## config.mk

```make
export PLATFORM = sky130hd
export DESIGN_NAME = signal_ctrl
export DESIGN_NICKNAME = d
export VERILOG_FILES = /design/src/rtl/signal_ctrl.sv
export SDC_FILE = /design/constraint.sdc
export NUM_CORES = 1
export LEC_CHECK = 0
export CAP_MARGIN = 20
export CORE_MARGIN = 2
export CORE_UTILIZATION = 56
export DETAILED_ROUTE_END_ITERATION = 16
export HOLD_SLACK_MARGIN = 0.08
export PLACE_DENSITY_LB_ADDON = 0.25
export SLEW_MARGIN = 10
export SYNTH_ARGS = -nofsm -noshare
export SYNTH_HDL_FRONTEND = slang
export SYNTH_SLANG_ARGS = --single-unit
export TNS_END_PERCENT = 10
```

## constraint.sdc

```tcl
create_clock -name clk -period 3.6 [get_ports clk]
set_clock_uncertainty 0.2 [all_clocks]
set_input_delay 0.72 -clock clk [delete_from_list [all_inputs] [get_ports clk]]
set_output_delay 0.72 -clock clk [all_outputs]
set_load 0.05 [all_outputs]
```

## src/rtl/signal_ctrl.sv

```systemverilog
// signal_ctrl: vehicle turn / brake / hazard signal controller.
//
// Turn dwells and brake dwells are measured in timer ticks, where a tick is
// CLK_DIV clock cycles long. A brake request interrupts the current turn or
// hazard mode and, when the brake dwell ends, the interrupted context
// (mode plus remaining ticks) is restored. Turn requests, and hazard toggles,
// that arrive during BRAKE retarget the context that will be restored.
//
// Ports:
//   clk           system clock, rising edge
//   rst           asynchronous reset, active-high
//   en            synchronous master enable; 0 forces IDLE and clears context
//   left_pulse    one-cycle left-turn request
//   right_pulse   one-cycle right-turn request
//   brake_pulse   one-cycle brake request
//   hazard_pulse  one-cycle hazard toggle request
//   state         current mode (IDLE=0, LEFT=1, RIGHT=2, BRAKE=3, HAZARD=4)
//   remaining     ticks left in the current LEFT/RIGHT/BRAKE dwell, else 0
//   blink         flasher phase, 0 outside LEFT/RIGHT/HAZARD
//   expired       one-cycle strobe when a dwell times out
module signal_ctrl #(
  parameter int CLK_DIV     = 50000000,
  parameter int BLINK_DIV   = 25000000,
  parameter int CNT_W       = 8,
  parameter int TURN_TICKS  = 10,
  parameter int BRAKE_TICKS = 5
) (
  input  logic             clk,
  input  logic             rst,
  input  logic             en,
  input  logic             left_pulse,
  input  logic             right_pulse,
  input  logic             brake_pulse,
  input  logic             hazard_pulse,
  output logic [2:0]       state,
  output logic [CNT_W-1:0] remaining,
  output logic             blink,
  output logic             expired
);

  typedef enum logic [2:0] {
    IDLE   = 3'b000,
    LEFT   = 3'b001,
    RIGHT  = 3'b010,
    BRAKE  = 3'b011,
    HAZARD = 3'b100
  } mode_t;

  localparam int PW = (CLK_DIV > 1) ? $clog2(CLK_DIV) : 1;
  localparam int BW = (BLINK_DIV > 1) ? $clog2(BLINK_DIV) : 1;
  localparam logic [PW-1:0]    PRESC_MAX  = PW'(CLK_DIV - 1);
  localparam logic [BW-1:0]    BLINK_MAX  = BW'(BLINK_DIV - 1);
  localparam logic [CNT_W-1:0] TURN_LOAD  = CNT_W'(TURN_TICKS);
  localparam logic [CNT_W-1:0] BRAKE_LOAD = CNT_W'(BRAKE_TICKS);

  mode_t            mode;
  mode_t            saved;
  mode_t            nsaved;
  mode_t            req_dir;
  logic [CNT_W-1:0] saved_rem;
  logic [CNT_W-1:0] nsaved_rem;
  logic [PW-1:0]    presc;
  logic [BW-1:0]    bcnt;
  logic             tick;
  logic             last;
  logic             flashing;
  logic             timed;
  logic             turn_req;

  assign state    = mode;
  assign tick     = (presc == PRESC_MAX);
  assign last     = tick && (remaining == CNT_W'(1));
  assign flashing = (mode == LEFT) || (mode == RIGHT) || (mode == HAZARD);
  assign timed    = (mode == LEFT) || (mode == RIGHT) || (mode == BRAKE);
  assign turn_req = left_pulse | right_pulse;
  // Right outranks left when both arrive together.
  assign req_dir  = right_pulse ? RIGHT : LEFT;

  // Context that BRAKE will restore after this cycle's non-brake pulses.
  // Computed separately so a pulse landing on the brake timeout edge is
  // honoured by the restore on that same edge.
  always_comb begin
    nsaved     = saved;
    nsaved_rem = saved_rem;
    if (hazard_pulse) begin
      nsaved     = (saved == HAZARD) ? IDLE : HAZARD;
      nsaved_rem = '0;
    end else if (turn_req) begin
      nsaved     = req_dir;
      nsaved_rem = TURN_LOAD;
    end
  end

  // Mode FSM with dwell timer, prescaler and flasher. Counter advance is
  // written first as a default; mode-change branches below override it
  // because the later non-blocking assignment wins. Pulses take precedence
  // over a coincident tick in LEFT/RIGHT, so a late re-request never strobes.
  always_ff @(posedge clk or posedge rst) begin
    if (rst) begin
      mode      <= IDLE;
      saved     <= IDLE;
      saved_rem <= '0;
      remaining <= '0;
      presc     <= '0;
      bcnt      <= '0;
      blink     <= 1'b0;
      expired   <= 1'b0;
    end else if (!en) begin
      mode      <= IDLE;
      saved     <= IDLE;
      saved_rem <= '0;
      remaining <= '0;
      presc     <= '0;
      bcnt      <= '0;
      blink     <= 1'b0;
      expired   <= 1'b0;
    end else begin
      expired <= 1'b0;

      if (flashing) begin
        if (bcnt == BLINK_MAX) begin
          blink <= ~blink;
          bcnt  <= '0;
        end else begin
          bcnt <= bcnt + 1'b1;
        end
      end

      if (timed) begin
        presc <= tick ? '0 : presc + 1'b1;
      end else begin
        presc <= '0;
      end

      case (mode)
        IDLE: begin
          if (brake_pulse) begin
            saved     <= IDLE;
            saved_rem <= '0;
            mode      <= BRAKE;
            remaining <= BRAKE_LOAD;
            presc     <= '0;
          end else if (hazard_pulse) begin
            mode      <= HAZARD;
            remaining <= '0;
            blink     <= 1'b1;
            bcnt      <= '0;
          end else if (turn_req) begin
            mode      <= req_dir;
            remaining <= TURN_LOAD;
            presc     <= '0;
            blink     <= 1'b1;
            bcnt      <= '0;
          end
        end

        LEFT, RIGHT: begin
          if (brake_pulse) begin
            saved     <= mode;
            saved_rem <= remaining;
            mode      <= BRAKE;
            remaining <= BRAKE_LOAD;
            presc     <= '0;
            blink     <= 1'b0;
            bcnt      <= '0;
          end else if (hazard_pulse) begin
            mode      <= HAZARD;
            remaining <= '0;
            presc     <= '0;
            blink     <= 1'b1;
            bcnt      <= '0;
          end else if (turn_req) begin
            // Same direction only reloads the dwell; the flasher keeps phase.
            remaining <= TURN_LOAD;
            presc     <= '0;
            if (req_dir != mode) begin
              mode  <= req_dir;
              blink <= 1'b1;
              bcnt  <= '0;
            end
          end else if (last) begin
            mode      <= IDLE;
            remaining <= '0;
            presc     <= '0;
            blink     <= 1'b0;
            bcnt      <= '0;
            expired   <= 1'b1;
          end else if (tick) begin
            remaining <= remaining - 1'b1;
          end
        end

        BRAKE: begin
          if (brake_pulse) begin
            remaining <= BRAKE_LOAD;
            presc     <= '0;
          end else begin
            saved     <= nsaved;
            saved_rem <= nsaved_rem;
            if (last) begin
              mode      <= nsaved;
              remaining <= (nsaved == IDLE) ? '0 : nsaved_rem;
              presc     <= '0;
              expired   <= 1'b1;
              saved     <= IDLE;
              saved_rem <= '0;
              if (nsaved != IDLE) begin
                blink <= 1'b1;
                bcnt  <= '0;
              end
            end else if (tick) begin
              remaining <= remaining - 1'b1;
            end
          end
        end

        HAZARD: begin
          if (brake_pulse) begin
            saved     <= HAZARD;
            saved_rem <= '0;
            mode      <= BRAKE;
            remaining <= BRAKE_LOAD;
            presc     <= '0;
            blink     <= 1'b0;
            bcnt      <= '0;
          end else if (hazard_pulse) begin
            mode  <= IDLE;
            blink <= 1'b0;
            bcnt  <= '0;
          end
        end

        default: begin
          mode      <= IDLE;
          remaining <= '0;
          blink     <= 1'b0;
        end
      endcase
    end
  end

endmodule

```

==> results of run 1 <==
==> worst max-delay path, delay by kind of cell, from the launching register on <==
family | cells | cell delay, ns
simple gates | 3 | 1.38
compound gates | 3 | 0.79
flops | 1 | 0.60
==> layout make-up <==
type	count	area (um^2)
timing repair buffer	30	285
inverter	8	30.0
clock buffer	9	124
clock inverter	7	57.6
multi-input combinational	426	2610
tap	105	131
fill	723	2980
sequential	75	1880
==> placed cells by master (no fill, tap or decap), drive strengths merged, types with 8 or more instances in the layout <==
cell	Yosys	routed
clkdlybuf4s50	0	19
or3	11	11
nor3	17	17
nand2b	8	8
nand3	33	33
a21oi	23	23
inv	8	12
o21ai	32	32
buf	8	11
clkbuf	17	9
nor4	9	9
xor2	34	34
dfrtp	75	75
a22o	10	10
nand4	15	15
nand2	42	42
xnor2	16	16
nor2	82	82
==> registers in the layout (all words and copies together), names as in the netlist <==
| signal | flops |
|---|---|
| saved | 3 |
| expired | 1 |
| remaining | 8 |
| state | 3 |
| bcnt | 25 |
| presc | 26 |
| blink | 1 |
| saved_rem | 8 |
==> stage by stage <==
| step | instances | instance area [um^2] | util, % |
|---|---|---|---|
| CTS | 660 | 5110 | 63.2 |
| finish | 660 | 5110 | 63.2 |
| global route | 660 | 5110 | 63.2 |
| detailed placement | 644 | 4930 | 60.9 |
| global placement | 644 | 4930 | 60.9 |
| floorplan | 534 | 4630 | - |
==> cell families (layout without fill, tap and decap cells) <==
kind of cell | count (synthesis) | count (layout) | share of synthesized area, %
AO/OA/AOI/OAI | 106 | 106 | 15.0
adder cells (fa/ha/maj) | 4 | 4 | 1.08
XOR/XNOR | 50 | 50 | 9.46
multiplexers | 3 | 3 | 0.676
flip-flops | 75 | 75 | 40.6
AND/OR/NAND/NOR | 263 | 263 | 30.1
buffers and inverters | 33 | 54 | 3.11
==> power groups by stage <==
stage               Sequential, mW  Clock (mW)  Combinational [mW]
floorplan                    0.929           0               0.248
global placement             0.911           0               0.357
detailed placement           0.912           0               0.361
CTS                          0.896       0.622               0.362
global route                 0.900       0.669               0.401
finish                       0.897       0.612               0.365
==> layer usage <==
layer / vias to the layer above / share of wire [%] / wire, um
met1: 1971 / 47 / 5040
met5: - / 0 / 0
met3: 25 / 4.8 / 517
li1: 1939 / - / -
met4: 0 / 2.2 / 239
met2: 127 / 47 / 5040
==> path summary, 6_finish.rpt <==
| kind | cells after the start | slack (ns) | startpoint | to |
|---|---|---|---|---|
| hold reg to reg | 1 | 0.29 | presc[0] | presc[0] |
| max in group asynchronous | 3 | 2.31 | rst | remaining[2] |
| setup / recovery | 6 | 0.57 | state[0] | saved_rem[2] |
| setup reg to reg | 6 | 0.57 | state[0] | saved_rem[2] |
| min in group asynchronous | 3 | 0.58 | rst | bcnt[4] |
| hold / removal | 1 | 0.29 | presc[0] | presc[0] |
==> impl_results.md, run 1 <==
- Post-Syn Area: about 4600 um^2
- Cts bufs inserted: 9
- CTS sink count: 75
- #FFs+latches synth: between 70 and 80
- Vias/cell: a little over 6
- Number of inserted diodes: 0
- Total Nets Final: 561
- Rows: 33
- First-pass GRT wire length: 18.3 mm
- Clock network power share: between 30% and 40%
- Fin. Hold Viols: 0
- Reg clk slew, reported paths: 0.08 ns
- Critical path's slowest cell: dfrtp_1
- GR Util All Layers: approximately a quarter
- Die Span Y: 94.9 um
- Skew-Pair Late Insertion Delay: about 0.36 ns
- Slew Limit Headroom: 45.0%
- Initial core utilization: between 50% and 60%
- Clock Path Buffers: 2
- Worst Setup Path Type: flop to flop
- Max-slew violations: 0
- CORE AREA: 8090 um^2
- Maxcap violations: 0
- Routed Antenna Nets: 0
- TritonCTS clock tree: built
- Max Clock Freq: 330 MHz
- Ys async rst share: 100%
- Vias in the first global route: 3,740
- Register area share after synthesis: between 40% and 50%
- Critical path launch point type: flop
- Initial DRC Count: approximately 350
- Hold-fix buffers, CTS: 0
- Max stage delay on crit path: around 0.60 ns
- Via count: ~4,100
- Pre-CTS setup slack: approximately 0.29 ns
- Syn nets: between 500 and 600
- GR Util met2: between 30 and 40%
- Root Driver: clkbuf_8
- Final setup violation count: 0
- RSZ-0062 raised after global routing: false
- Setup TNS: 0 ns
- Peak VDD IR: between 0.0002 and 0.00025 V
- Layout cells sized above 1: 7.75%
- Final GP Congestion: between 0.9 and 1
- Boundary Pins: 20
- Buffers on Ports: 19
- Most used flip-flop cell after synthesis: dfrtp_1
- Cell taking the most area after synthesis: dfrtp_1
- PD cells: between 300 and 400 nW/um^2
- Die width: roughly 95 um
- CTS resizes: 0
- Combinational group share of total power: roughly a fifth
- Met3 usage: under 10%
- Avg WL per Cell: between 15 and 20 um
- Final wirelength: roughly 11 mm
- Worst slew pin tran: roughly 0.8 ns
- NetSw: roughly 0.63 mW
- Hpwl dp: around 7.6 mm
- WP data required: around 3.7 ns
- Lkg Pwr: between 2 and 2.5 nW
- Share of the synthesized area in the top cell type: between 40% and 50%
- 1st-pass router iterations: 6
- Sw Ratio: 33.4%
- Largest net degree at the start of global routing: 76
- Yosys Warn Count: 0
- Synth Area per Inst: slightly below 9 um^2
- Unique masters post-synth: a little over 60
- Critical path fanouts, max: 17
- Cells after Synth: 534
- Status: finished clean
- Worst Setup End Kind: flop
- Synthesis-to-finish area growth: 10.5%
- # DRC: 0
- Tmin final: 3.03 ns
- Initial antenna violation count: 0
- Post-synth EDFFs: 0
- Final period util: 84.1%
- Met1 usage: 36.4%
- Int Pwr: 1.25 mW
- Worst path cell trace: nor2_1 -> nor2_1 -> o211a_1 -> nor3_1 -> a22o_1 -> a22o_1
- GRT busiest layer: met2
- GR Overflow Total: 0
- H-tree levels: 3
- Commonest cells in the netlist: nor2_1 (82), dfrtp_1 (75), nand2_1 (41)
- Total power: ~1.9 mW
- Power share of the sequential group: between 40 and 50%
- Arr. time, crit path: between 3 and 4 ns
- Die area: approximately 9000 um^2
- Setup WS post-layout: ~0.57 ns
- Top-count cell post-synth: nor2_1
- Path category of the worst min-delay check: flop to flop
- Post-CTS Setup Inserts: 0
- Top cells by area, synth: dfrtp_1 (41%), nor2_1 (6.7%), xor2_1 (6.4%), nand3_1 (3.6%), nand2_1 (3.3%)
- WHS: between 0.2 and 0.3 ns
Note: power is estimated with default switching activity, not from simulation.
==> inputs of run 2 (changes only) <==
==> constraint.sdc (replaced) <==
create_clock -name clk -period 3.15 [get_ports clk]
set_clock_uncertainty 0.2 [all_clocks]
set_input_delay 0.63 -clock clk [delete_from_list [all_inputs] [get_ports clk]]
set_output_delay 0.63 -clock clk [all_outputs]
set_load 0.05 [all_outputs]
==> run 2 against run 1 <==
Against the previous run:
- non-clock buffer count increased by 10
- setup slack got worse by 0.23 ns
- sequential share of layout area decreased by 0.70 points
- critical path type unchanged
- highest routed layer unchanged
- sequential cell count unchanged
- combinational power increased by 25%
==> impl_results.md, run 2 (synthesized netlist as in run 1, its figures left out) <==
- Final period util: 89.2% (+5.0 points)
- Total Nets Final: 571 (+1.8%)
- Arr. time, crit path: 2.84 ns (-0.29 ns)
- Final wirelength: 11.1 mm (+2.7%)
- GR Overflow Total: 0 (unchanged)
- Top reg by flops: presc
- Max Clock Freq: 356 MHz (+7.9%)
- Boundary Pins: 20 (unchanged)
- Lkg Pwr: 2.10 nW (+3.2%)
- Register-to-register setup slack: 0.34 ns (-0.23 ns)
- Path category of the worst min-delay check: flop to flop
- Buffers on Ports: 19 (unchanged)
- Peak VDD IR: 0.000275 V (+22%)
- 1st-pass router iterations: 8 (+2)
- Synthesis-to-finish area growth: 12.6%
- CORE AREA: 8090 um^2 (unchanged)
- Reg clk slew, reported paths: 0.08 ns (about the same)
- Hpwl dp: 7.66 mm (+1.2%)
- RSZ-0062 raised after global routing: false
- Fin. Hold Viols: 0 (unchanged)
- CTS sink count: 75 (unchanged)
- H-tree levels: 3 (unchanged)
- Layout cells sized above 1: 9.20% (+1.5 points)
- Root Driver: clkbuf_8
- Rows: 33 (unchanged)
- Worst slew pin tran: 0.714 ns (-0.105 ns)
- Setup TNS: 0 ns (unchanged)
- PD cells: 422 nW/um^2 (+15%)
- WL met3: 539 um (+4.3%)
- Wl on met1: 5.08 mm (+0.79%)
- CTS resizes: 0 (unchanged)
- Avg WL per Cell: 16.6 um (+1.1%)
- WP data required: 3.18 ns (-0.52 ns)
- Largest net degree at the start of global routing: 76 (unchanged)
- Tmin final: 2.81 ns (-0.221 ns)
- First-pass GRT wire length: 19.4 mm (+6.0%)
- Number of inserted diodes: 0 (unchanged)
- Die width: 94.9 um (unchanged)
- Max-slew violations: 0 (unchanged)
- Post-CTS Setup Inserts: 0 (unchanged)
- Critical path launch point type: flop
- TritonCTS clock tree: built
- Number of flip-flops in the largest register: 26 (unchanged)
- GR Util All Layers: 27.0% (+1.3 points)
- Routed Antenna Nets: 0 (unchanged)
- Cts bufs inserted: 9 (unchanged)
- Slew Limit Headroom: 52.0% (+7.0 points)
- Initial DRC Count: 311 (-12%)
- # DRC: 0 (unchanged)
- Via count: 4,103 (+1.0%)
- Final GP Congestion: 0.907 (-4.9%)
- Clock Path Buffers: 2 (unchanged)
- Status: finished clean
- Most common cell after layout, fill and taps aside: nor2_1
- Hold-fix buffers, CTS: 0 (unchanged)
- Initial core utilization: 57.2% (unchanged)
- Top flop regs: presc (26), bcnt (25)
- Met2 wire len: 5.32 mm (+5.6%)
- Initial antenna violation count: 0 (unchanged)
- Worst Setup End Kind: flop
- Die Span Y: 94.9 um (unchanged)
- Vias in the first global route: 4,007 (+7.1%)
- Final setup violation count: 0 (unchanged)
- Critical path fanouts, max: 7 (-10)
- Vias/cell: 6.12 (-0.50%)
- Total power: 2.20 mW (+17%)
- Maxcap violations: 0 (unchanged)
- Top routing layer used: met4
- Worst Setup Path Type: flop to flop
- Die area: 9010 um^2 (unchanged)
- Skew-Pair Late Insertion Delay: 0.35 ns (about the same)
- Commonest cells after routing, fill and taps aside: nor2_1 (82), dfrtp_1 (75), nand2_1 (41)
==> run 2: critical path: stages, from the launching register on <==
cell	delay, ns
dfrtp_1	0.45
inv_1	0.14
ha_1	0.16
nor4b_4	0.34
nand2_2	0.19
nor4_4	0.44
buf_4	0.23
nor3_1	0.13
a22o_1	0.21
a22o_1	0.19
==> run 2: final timing paths <==
kind | from | end | depth (start not counted)
max in group asynchronous | rst | remaining[3] | 3
worst max register to register | remaining[1] | saved_rem[7] | 9
worst min-delay path | saved_rem[1] | saved_rem[1] | 2
min in group asynchronous | rst | bcnt[10] | 3
worst min register to register | saved_rem[1] | saved_rem[1] | 2
worst max-delay path | remaining[1] | saved_rem[7] | 9
==> run 2: routing by layer <==
layer	track usage [%]	up-vias
li1	-	1966
met5	0	-
met1	38.0	2000
met4	9.42	0
met3	4.15	17
met2	42.6	120
==> run 2: power breakdown <==
group | total, mW | switching (mW) | internal (mW)
sequential | 1.01 | 0.0244 | 0.982
clock | 0.738 | 0.370 | 0.368
combinational | 0.457 | 0.294 | 0.163
total | 2.20 | 0.689 | 1.51
==> run 2: final cells by class <==
type                    count  area [um^2]
flip-flops and latches     75         1880
multi-input cells         426         2610
clock inverters             6         65.1
fillers                   709         2880
well taps                 105          131
clock buffers              10          128
inverters                   8         30.0
repair buffers             40          373
==> run 2: stage by stage <==
stage	cells	util [%]	hold slack (ns)	cell area (um^2)	worst slack [ns]
floorplan	534	-	0.251	4630	0.370
global placement	654	62.0	0.269	5020	0.420
detailed placement	654	62.0	0.283	5020	0.362
CTS	670	64.4	0.301	5210	0.367
global route	670	64.4	0.323	5210	0.145
finish	670	64.4	0.292	5210	0.342
